## config.mk

```make
export PLATFORM = sky130hd
export DESIGN_NAME = genbuf_gr1_monitor_flat
export DESIGN_NICKNAME = d
export VERILOG_FILES = /design/src/rtl/genbuf_gr1_monitor_if.sv /design/src/rtl/genbuf_gr1_monitor.sv /design/src/flat_wrapper.sv
export SDC_FILE = /design/constraint.sdc
export NUM_CORES = 1
export LEC_CHECK = 0
export CORE_AREA = 2 2 56 58
export CTS_CLUSTER_DIAMETER = 120
export CTS_CLUSTER_SIZE = 20
export DETAILED_ROUTE_END_ITERATION = 10
export DIE_AREA = 0 0 58 60
export PLACE_DENSITY = 0.71
export SLEW_MARGIN = 20
export SYNTH_ARGS = -nofsm -noshare
export SYNTH_HDL_FRONTEND = slang
export SYNTH_SLANG_ARGS = --single-unit
export TNS_END_PERCENT = 50
```

## constraint.sdc

```tcl
create_clock -name clk -period 1.5 [get_ports clk]
set_input_delay 0.225 -clock clk [delete_from_list [all_inputs] [get_ports clk]]
set_output_delay 0.225 -clock clk [all_outputs]
set_load 0.01 [all_outputs]
```

## src/rtl/genbuf_gr1_monitor_if.sv

```systemverilog
// rtl/genbuf_gr1_monitor_if.sv - GenBuf GR1 monitor observation and status bundle
interface genbuf_gr1_monitor_if #(
   parameter int N_RCV = 2,
   parameter int TW    = $clog2(N_RCV),
   parameter int CW    = 8
);
   logic [N_RCV-1:0] b_to_r_req_p;
   logic             empty_p;
   logic             deq_p;
   logic             err_clr;
   logic [TW-1:0]    turn;
   logic             busy;
   logic             accept;
   logic [CW-1:0]    done_cnt;
   logic [7:0]       wait_cnt;
   logic             err_order;
   logic             err_multi;
   logic             err_starve;
   logic [1:0]       first_err;

   modport master (
      output b_to_r_req_p, empty_p, deq_p, err_clr,
      input  turn, busy, accept, done_cnt, wait_cnt,
             err_order, err_multi, err_starve, first_err
   );

   modport slave (
      input  b_to_r_req_p, empty_p, deq_p, err_clr,
      output turn, busy, accept, done_cnt, wait_cnt,
             err_order, err_multi, err_starve, first_err
   );
endinterface

```

## src/rtl/genbuf_gr1_monitor.sv

```systemverilog
// rtl/genbuf_gr1_monitor.sv - round-robin request (G7) and bounded-wait dequeue (G12) checker
module genbuf_gr1_monitor #(
   parameter int N_RCV    = 2,
   parameter int TW       = $clog2(N_RCV),
   parameter int MAX_WAIT = 8,
   parameter int CW       = 8
) (
   input  logic                 clk,
   input  logic                 rst_n,
   genbuf_gr1_monitor_if.slave  mon
);
   typedef enum logic {IDLE, ACTIVE} state_t;

   state_t        state_q, state_n;
   logic [TW-1:0] turn_q, turn_n, act_q, act_n;
   logic          accept_q, accept_n;
   logic [CW-1:0] done_q, done_n;
   logic [7:0]    wait_q, wait_n;
   logic          err_order_q, err_order_n;
   logic          err_multi_q, err_multi_n;
   logic          err_starve_q, err_starve_n;
   logic [1:0]    first_q, first_n, first_base;
   logic          set_order, set_multi, set_starve;
   logic [4:0]    pc;
   logic [TW-1:0] req_idx, turn_wrap;
   logic [CW-1:0] done_inc;

   always_comb begin
      pc      = '0;
      req_idx = '0;
      for (int i = 0; i < N_RCV; i++) begin
         if (mon.b_to_r_req_p[i]) begin
            pc      = pc + 5'd1;
            req_idx = TW'(i);
         end
      end
   end

   // Explicit compare keeps the wrap exact for non-power-of-2 receiver counts
   assign turn_wrap = (act_q == TW'(N_RCV - 1)) ? '0 : act_q + TW'(1);
   assign done_inc  = (done_q == '1) ? done_q : done_q + CW'(1);

   always_comb begin
      state_n   = state_q;
      turn_n    = turn_q;
      act_n     = act_q;
      accept_n  = 1'b0;
      done_n    = done_q;
      set_order = 1'b0;
      set_multi = 1'b0;
      if (pc > 5'd1) begin
         set_multi = 1'b1;
      end else begin
         case (state_q)
            IDLE: begin
               if (pc == 5'd1) begin
                  state_n = ACTIVE;
                  act_n   = req_idx;
                  if (req_idx != turn_q) begin
                     set_order = 1'b1;
                     turn_n    = req_idx;
                  end
               end
            end
            ACTIVE: begin
               if (pc == 5'd0) begin
                  state_n  = IDLE;
                  turn_n   = turn_wrap;
                  accept_n = 1'b1;
                  done_n   = done_inc;
               end else if (req_idx != act_q) begin
                  set_order = 1'b1;
                  accept_n  = 1'b1;
                  done_n    = done_inc;
                  act_n     = req_idx;
                  turn_n    = req_idx;
               end
            end
         endcase
      end
   end

   always_comb begin
      wait_n     = wait_q;
      set_starve = 1'b0;
      if (mon.empty_p || mon.deq_p) begin
         wait_n = '0;
      end else if (wait_q != 8'hFF) begin
         wait_n     = wait_q + 8'd1;
         set_starve = ((wait_q + 8'd1) == 8'(MAX_WAIT));
      end
   end

   // A violation seen alongside err_clr still lands after the clear
   always_comb begin
      err_order_n  = (mon.err_clr ? 1'b0 : err_order_q)  | set_order;
      err_multi_n  = (mon.err_clr ? 1'b0 : err_multi_q)  | set_multi;
      err_starve_n = (mon.err_clr ? 1'b0 : err_starve_q) | set_starve;
      first_base   = mon.err_clr ? 2'd0 : first_q;
      first_n      = first_base;
      if (first_base == 2'd0) begin
         if (set_order)       first_n = 2'd1;
         else if (set_multi)  first_n = 2'd2;
         else if (set_starve) first_n = 2'd3;
      end
   end

   always_ff @(posedge clk) begin
      if (!rst_n) begin
         state_q      <= IDLE;
         turn_q       <= '0;
         act_q        <= '0;
         accept_q     <= 1'b0;
         done_q       <= '0;
         wait_q       <= '0;
         err_order_q  <= 1'b0;
         err_multi_q  <= 1'b0;
         err_starve_q <= 1'b0;
         first_q      <= 2'd0;
      end else begin
         state_q      <= state_n;
         turn_q       <= turn_n;
         act_q        <= act_n;
         accept_q     <= accept_n;
         done_q       <= done_n;
         wait_q       <= wait_n;
         err_order_q  <= err_order_n;
         err_multi_q  <= err_multi_n;
         err_starve_q <= err_starve_n;
         first_q      <= first_n;
      end
   end

   assign mon.turn       = turn_q;
   assign mon.busy       = (state_q == ACTIVE);
   assign mon.accept     = accept_q;
   assign mon.done_cnt   = done_q;
   assign mon.wait_cnt   = wait_q;
   assign mon.err_order  = err_order_q;
   assign mon.err_multi  = err_multi_q;
   assign mon.err_starve = err_starve_q;
   assign mon.first_err  = first_q;
endmodule

```

## src/flat_wrapper.sv

```systemverilog
// flat-port wrapper written by rule: the top's interface ports become plain ports
module genbuf_gr1_monitor_flat 
#(
   parameter int N_RCV    = 2,
   parameter int TW       = $clog2(N_RCV),
   parameter int MAX_WAIT = 8,
   parameter int CW       = 8
)
  (clk, rst_n, mon_b_to_r_req_p, mon_empty_p, mon_deq_p, mon_err_clr, mon_turn, mon_busy, mon_accept, mon_done_cnt, mon_wait_cnt, mon_err_order, mon_err_multi, mon_err_starve, mon_first_err);
  genbuf_gr1_monitor_if #(.N_RCV(N_RCV), .TW(TW), .CW(CW)) mon_i ();
  input  logic clk;
  input  logic rst_n;
  input wire logic [$bits(mon_i.b_to_r_req_p)-1:0] mon_b_to_r_req_p;
  input wire logic [$bits(mon_i.empty_p)-1:0] mon_empty_p;
  input wire logic [$bits(mon_i.deq_p)-1:0] mon_deq_p;
  input wire logic [$bits(mon_i.err_clr)-1:0] mon_err_clr;
  output wire logic [$bits(mon_i.turn)-1:0] mon_turn;
  output wire logic [$bits(mon_i.busy)-1:0] mon_busy;
  output wire logic [$bits(mon_i.accept)-1:0] mon_accept;
  output wire logic [$bits(mon_i.done_cnt)-1:0] mon_done_cnt;
  output wire logic [$bits(mon_i.wait_cnt)-1:0] mon_wait_cnt;
  output wire logic [$bits(mon_i.err_order)-1:0] mon_err_order;
  output wire logic [$bits(mon_i.err_multi)-1:0] mon_err_multi;
  output wire logic [$bits(mon_i.err_starve)-1:0] mon_err_starve;
  output wire logic [$bits(mon_i.first_err)-1:0] mon_first_err;
  assign mon_i.b_to_r_req_p = mon_b_to_r_req_p;
  assign mon_i.empty_p = mon_empty_p;
  assign mon_i.deq_p = mon_deq_p;
  assign mon_i.err_clr = mon_err_clr;
  assign mon_turn = mon_i.turn;
  assign mon_busy = mon_i.busy;
  assign mon_accept = mon_i.accept;
  assign mon_done_cnt = mon_i.done_cnt;
  assign mon_wait_cnt = mon_i.wait_cnt;
  assign mon_err_order = mon_i.err_order;
  assign mon_err_multi = mon_i.err_multi;
  assign mon_err_starve = mon_i.err_starve;
  assign mon_first_err = mon_i.first_err;
  genbuf_gr1_monitor #(.N_RCV(N_RCV), .TW(TW), .MAX_WAIT(MAX_WAIT), .CW(CW)) u_core (.clk(clk), .rst_n(rst_n), .mon(mon_i));
endmodule
```

-- After elaboration in Yosys (flattened, before gate mapping)
Cells that the tools add are included.
- bits in registers: 25
- add/sub/neg operators: 4
- magnitude comparators: 1
- eq/ne operators: 11
- mux-type cells: 36
- bitwise gates (word level): 6
- reduce and logical (&&, ||, !) cells: 9
- operators with widths (operator ; count):
    $mux 8 ; 3
    $mux 1 ; 23
    $add 8x1->8 const B ; 2
    $mux 2 ; 5
    $eq 8x4->1 const B ; 1
    $eq 8x8->1 const B ; 1
    $ne 8x8->1 const B ; 1
    $pmux 1 s2 ; 4
    $reduce_and 4->1 ; 2
    $eq 5x1->1 const B ; 1
    $gt 5x1->1 const B ; 1
    $logic_not 5->1 ; 1
    $mux 5 ; 1
    $ne 2x1->1 const B ; 2
    $ne 2x2->1 const B ; 2
    $ne 3x3->1 const B ; 1
    $not 1->1 ; 3
    $or 1x1->1 ; 3
    $reduce_and 3->1 ; 1
    $reduce_or 3->1 ; 1
    $add 1x1->2 const B ; 1
    $logic_not 2->1 ; 1
    $ne 1x1->1 ; 2
    $reduce_bool 2->1 ; 1
    3 further kinds ; 3

-- Longest topological paths before layout
- word-level depth: 9
- depth in mapped cells: 8
- mapped depth without buffers: 7

-- Worst setup path after synthesis
No wires, ideal clock.
- path type: register to register
- start: register u_core.wait_q[0] (netlist: u_core.mon.wait_cnt[0])
- end: register u_core.wait_q[1] (netlist: u_core.mon.wait_cnt[1])
- arrival time: 1.448 ns
- required time: 1.379 ns
- setup slack: -0.069 ns
- cell stages (with the launch flop): 7
- buffers on the path: 1
- clock period less this slack: 1.569 ns
- cells stage by stage: dfxtp_1 -> ha_1 -> nand2_1 -> or3_1 -> clkbuf_1 -> mux2i_1 -> nor2_1
- longest elaborated chain between the ends: 1
- elaborated cells on any way between the ends: 2
- RTL lines (item ; line ; RTL):
    start: declaration ; genbuf_gr1_monitor.sv:18 ; logic [7:0] wait_q, wait_n;
    start signal: assignment ; genbuf_gr1_monitor.sv:126 ; wait_q <= wait_n;
    $add 8x1->8 / $ne 8x8->1 (equally long branches) ; genbuf_gr1_monitor.sv:89, genbuf_gr1_monitor.sv:88 ;
Several ways; a longest one is shown, not always the timed one.
A chain may end at the register's enable or synchronous reset.

-- Worst setup path in the final report
- start: register u_core.wait_q[2] (netlist: u_core.mon.wait_cnt[2])
- end: output port mon_wait_cnt[2]
- RTL lines (item ; line ; RTL):
    end: declaration ; flat_wrapper.sv:21 ; output wire logic [$bits(mon_i.wait_cnt)-1:0] mon_wait_cnt;
No word-level cell between the ends.

==> impl_results.md <==
- Setup crit end kind: primary output
- Port-buffer cells: 30
- Initial Util: 0.413
- Cell count after placement: 220
- Worst-skew pair later-pin latency: 0.31 ns
- Height of the die: 60 um
- Routed via count: 1208
- Yosys top cell by area: dfxtp_1
- Slew headroom: 0.768
- Std-Cell Core Area: 2900 um^2
- Worst Path Max Fanout: 5
- Ratio of cells with drive above 1 in the final layout: 0.295
- # hold bufs at CTS: 0
- Endpoint arrival time on the critical path: 1.26 ns
- Vias per std cell: 5.35
- Main synth FF type: dfxtp_1
- Number of enable flip-flop cells after synthesis: 0
- Fin crit period: 1.49 ns
- Final setup violation count: 0
- H-tree lvl count: 1
- Clk pin slew, worst setup/hold paths: 0.13 ns
- Post-Synth Simple-Gate Area: 0.228
- Final cell count without fillers: 226
- Count of inserted antenna diode cells: 0
- Post-layout total power: 1250 uW
- Root buf cell: clkbuf_4
- Slew at the pin closest to its max-slew limit: 0.344 ns
- Per-instance average area after synthesis: 8.45 um^2
- Required time at the worst-slack endpoint: 1.27 ns
- Area added between synthesis and finish: 54.7%
- Type of element launching the critical path: flop
- Largest buffer count on any clock path: 2
- Power density cells: 674 nW/um^2
- Run status: complete, no violations
- Worst path bufs/invs: 1
- Standard cell with the maximum stage delay on the critical path: clkdlybuf4s50_1
- Number of antenna violations at the first check in global routing: 0
- Peak supply drop: 0.559 mV
- RSZ-0062 raised after global routing: true
- Cell Chain, Critical Path: clkdlybuf4s50_1
- Setup Crit Path Kind: flop to primary output
- Slew Limit Fails: 0
- XOR/XNOR Fraction of Synth Area: 0.116
- Detail-routed net length per standard cell: 13.5 um
- Synth top area share: 0.417
- Final hold violation count: 0
- TritonCTS clock tree: yes
- Top cells by area in the synthesized netlist: dfxtp_1, xnor2_1, nor2_1
- Drc violations: 0
- Number of distinct standard cells referenced by the synthesized netlist: 32
- Cell Area, Synth: 1200 um^2
- Timing-limited maximum frequency: 673 MHz
- Synth warn: 0
- I/O pin count: 31
- Post-detailed-route count of antenna-violating nets: 0
- Number of standard cells after synthesis: 142
- Post-synthesis compound-gate area fraction: 0.131
- Top delay family on crit path: buffers and inverters
- DR pass1 iterations: 4
- Leakage Power: 0.000857 uW
- Final Wtd Congestion: 0.762
- Site row count: 20
- Die area: 3480 um^2
- Number of global-route vias before repair: 1146
- Fraction of the yosys area taken by sequential cells: 0.417
- Clock Sinks: 25
- Type of the worst min-delay path: primary input to flop
- DPL Wire Length: 2150 um
- Post-route clock skew: 0.00130 ns
- Total global routing track utilization: 0.170
- Async S/R FF share, synth: 0
- Die width: 58 um
- Fraction of the cycle the final worst path needs: 0.990
- Share of cell area taken by muxes after synthesis: 0.0250
- CTS Buf Count: 3
- FF+latch count, synth: 25
- Minimum setup slack in the final design: 0.0143 ns
- Total wire length after detailed routing: 3050 um
- Global-route wire length before repair: 4620 um
- Drt initial violations: 57
- Setup slack after placement: -0.465 ns
- Dominant combinational cell family by area after synthesis: simple AND/OR/NAND/NOR gates
- Nets@finish: 206
- Final global-route overflow total: 0
- Synth Area in Adders: 0.0521
- Maximum number of pins on one net before global-route repair: 15
- Slowest cell delay on critical path: 0.54 ns
- Total of max-cap violations: 0
- Post-Syn Nets: 154
==> synth_stat cells, types with 2 or more instances <==
| cell type | number |
|---|---|
| o21ai_0 | 7 |
| clkbuf_1 | 2 |
| nand4_1 | 3 |
| nand3_1 | 10 |
| nand2_1 | 15 |
| ha_1 | 5 |
| a21oi_1 | 12 |
| mux2i_1 | 3 |
| buf_2 | 2 |
| xnor2_1 | 11 |
| nor2_1 | 20 |
| dfxtp_1 | 25 |
| nor4_1 | 2 |
| inv_1 | 5 |
| xor2_1 | 3 |
==> worst register-to-register path, stage by stage (launching register included) <==
cell and delay [ns]:
dfxtp_2 0.36, ha_1 0.20, nand3_1 0.09, nor2_1 0.05, buf_4 0.17, nor4b_2 0.28
xnor2_1 0.15, nor2_1 0.06
==> cell families (layout without fill, tap and decap cells) <==
kind of cell,Yosys count,count (layout)
simple gates,58,58
flops,25,25
xor+xnor,15,15
fa+ha+maj,5,5
buf+inv,9,59
compound gates,27,28
mux,3,3
==> timing repair <==
action                     CTS  global route
setup endpoints to repair   20            23
gates resized for setup     30            25
gates cloned                 0             1
setup buffers                0             1
pin swaps                    0             6
==> worst paths after layout <==
path	startpoint	end	slack [ns]	depth (start not counted)
worst max-delay path	u_core.mon.wait_cnt[2]$_SDFFE_PP0P_	mon_wait_cnt[2]	0.01	1
worst min-delay path	mon_b_to_r_req_p[1]	u_core.act_q$_SDFFE_PN0P_	0.47	4
worst max register to register	u_core.mon.done_cnt[1]$_SDFFE_PN0P_	u_core.mon.done_cnt[4]$_SDFFE_PN0P_	0.05	7
worst min register to register	u_core.mon.err_starve$_SDFF_PN0_	u_core.mon.err_starve$_SDFF_PN0_	0.50	2
==> cell usage in the layout (no fill, tap or decap), types with 2 or more instances in the layout <==
cell             netlist  routed
nor2_1                20      20
buf_4                  0      20
nand2_1               15      15
clkdlybuf4s50_1        0      13
dfxtp_2                0      11
nand3_1               10      10
xnor2_1               11      10
a21oi_1               12      10
dlymetal6s2s_1         0      10
dfxtp_1               25       9
dlygate4sd2_1          0       7
o21ai_0                7       6
inv_1                  5       5
dfxtp_4                0       5
nand4_1                3       3
mux2i_1                3       3
xor2_1                 3       3
ha_2                   0       3
clkbuf_4               0       3
o21ai_4                0       2
a21oi_2                0       2
ha_1                   5       2
==> through the flow <==
stage / setup TNS, ns / util / area, um^2 / hold slack, ns
after CTS: -0.0000584 / 0.604 / 1750 / 0.447
after floorplan: 0 / - / 1200 / 0.364
final: 0 / 0.640 / 1860 / 0.466
after global placement: -3.98 / 0.576 / 1670 / 0.472
after detailed placement: -4.83 / 0.576 / 1670 / 0.505
after global routing: -0.224 / 0.640 / 1860 / 0.463
==> final cells by class <==
type	count	area, um^2
fillers	262	1050
multi-input cells	109	769
flip-flops and latches	25	533
repair buffers	50	467
well taps	33	41.3
clock buffers	3	22.5
inverters	5	18.8
clock inverters	1	5.00
==> power breakdown <==
part / internal (uW) / leakage (uW) / switching (uW)
logic: 129 / 0.000627 / 121
clock network: 99.8 / 0.0000177 / 199
registers: 682 / 0.000212 / 19.7
==> layer usage <==
layer	routed length, um	up-vias	track usage
met2	1560	40	0.304
met3	139	6	0.0455
met5	0	-	0
li1	-	593	-
met1	1310	569	0.190
met4	42	0	0.0731
Power figures use the tool's default switching activity.
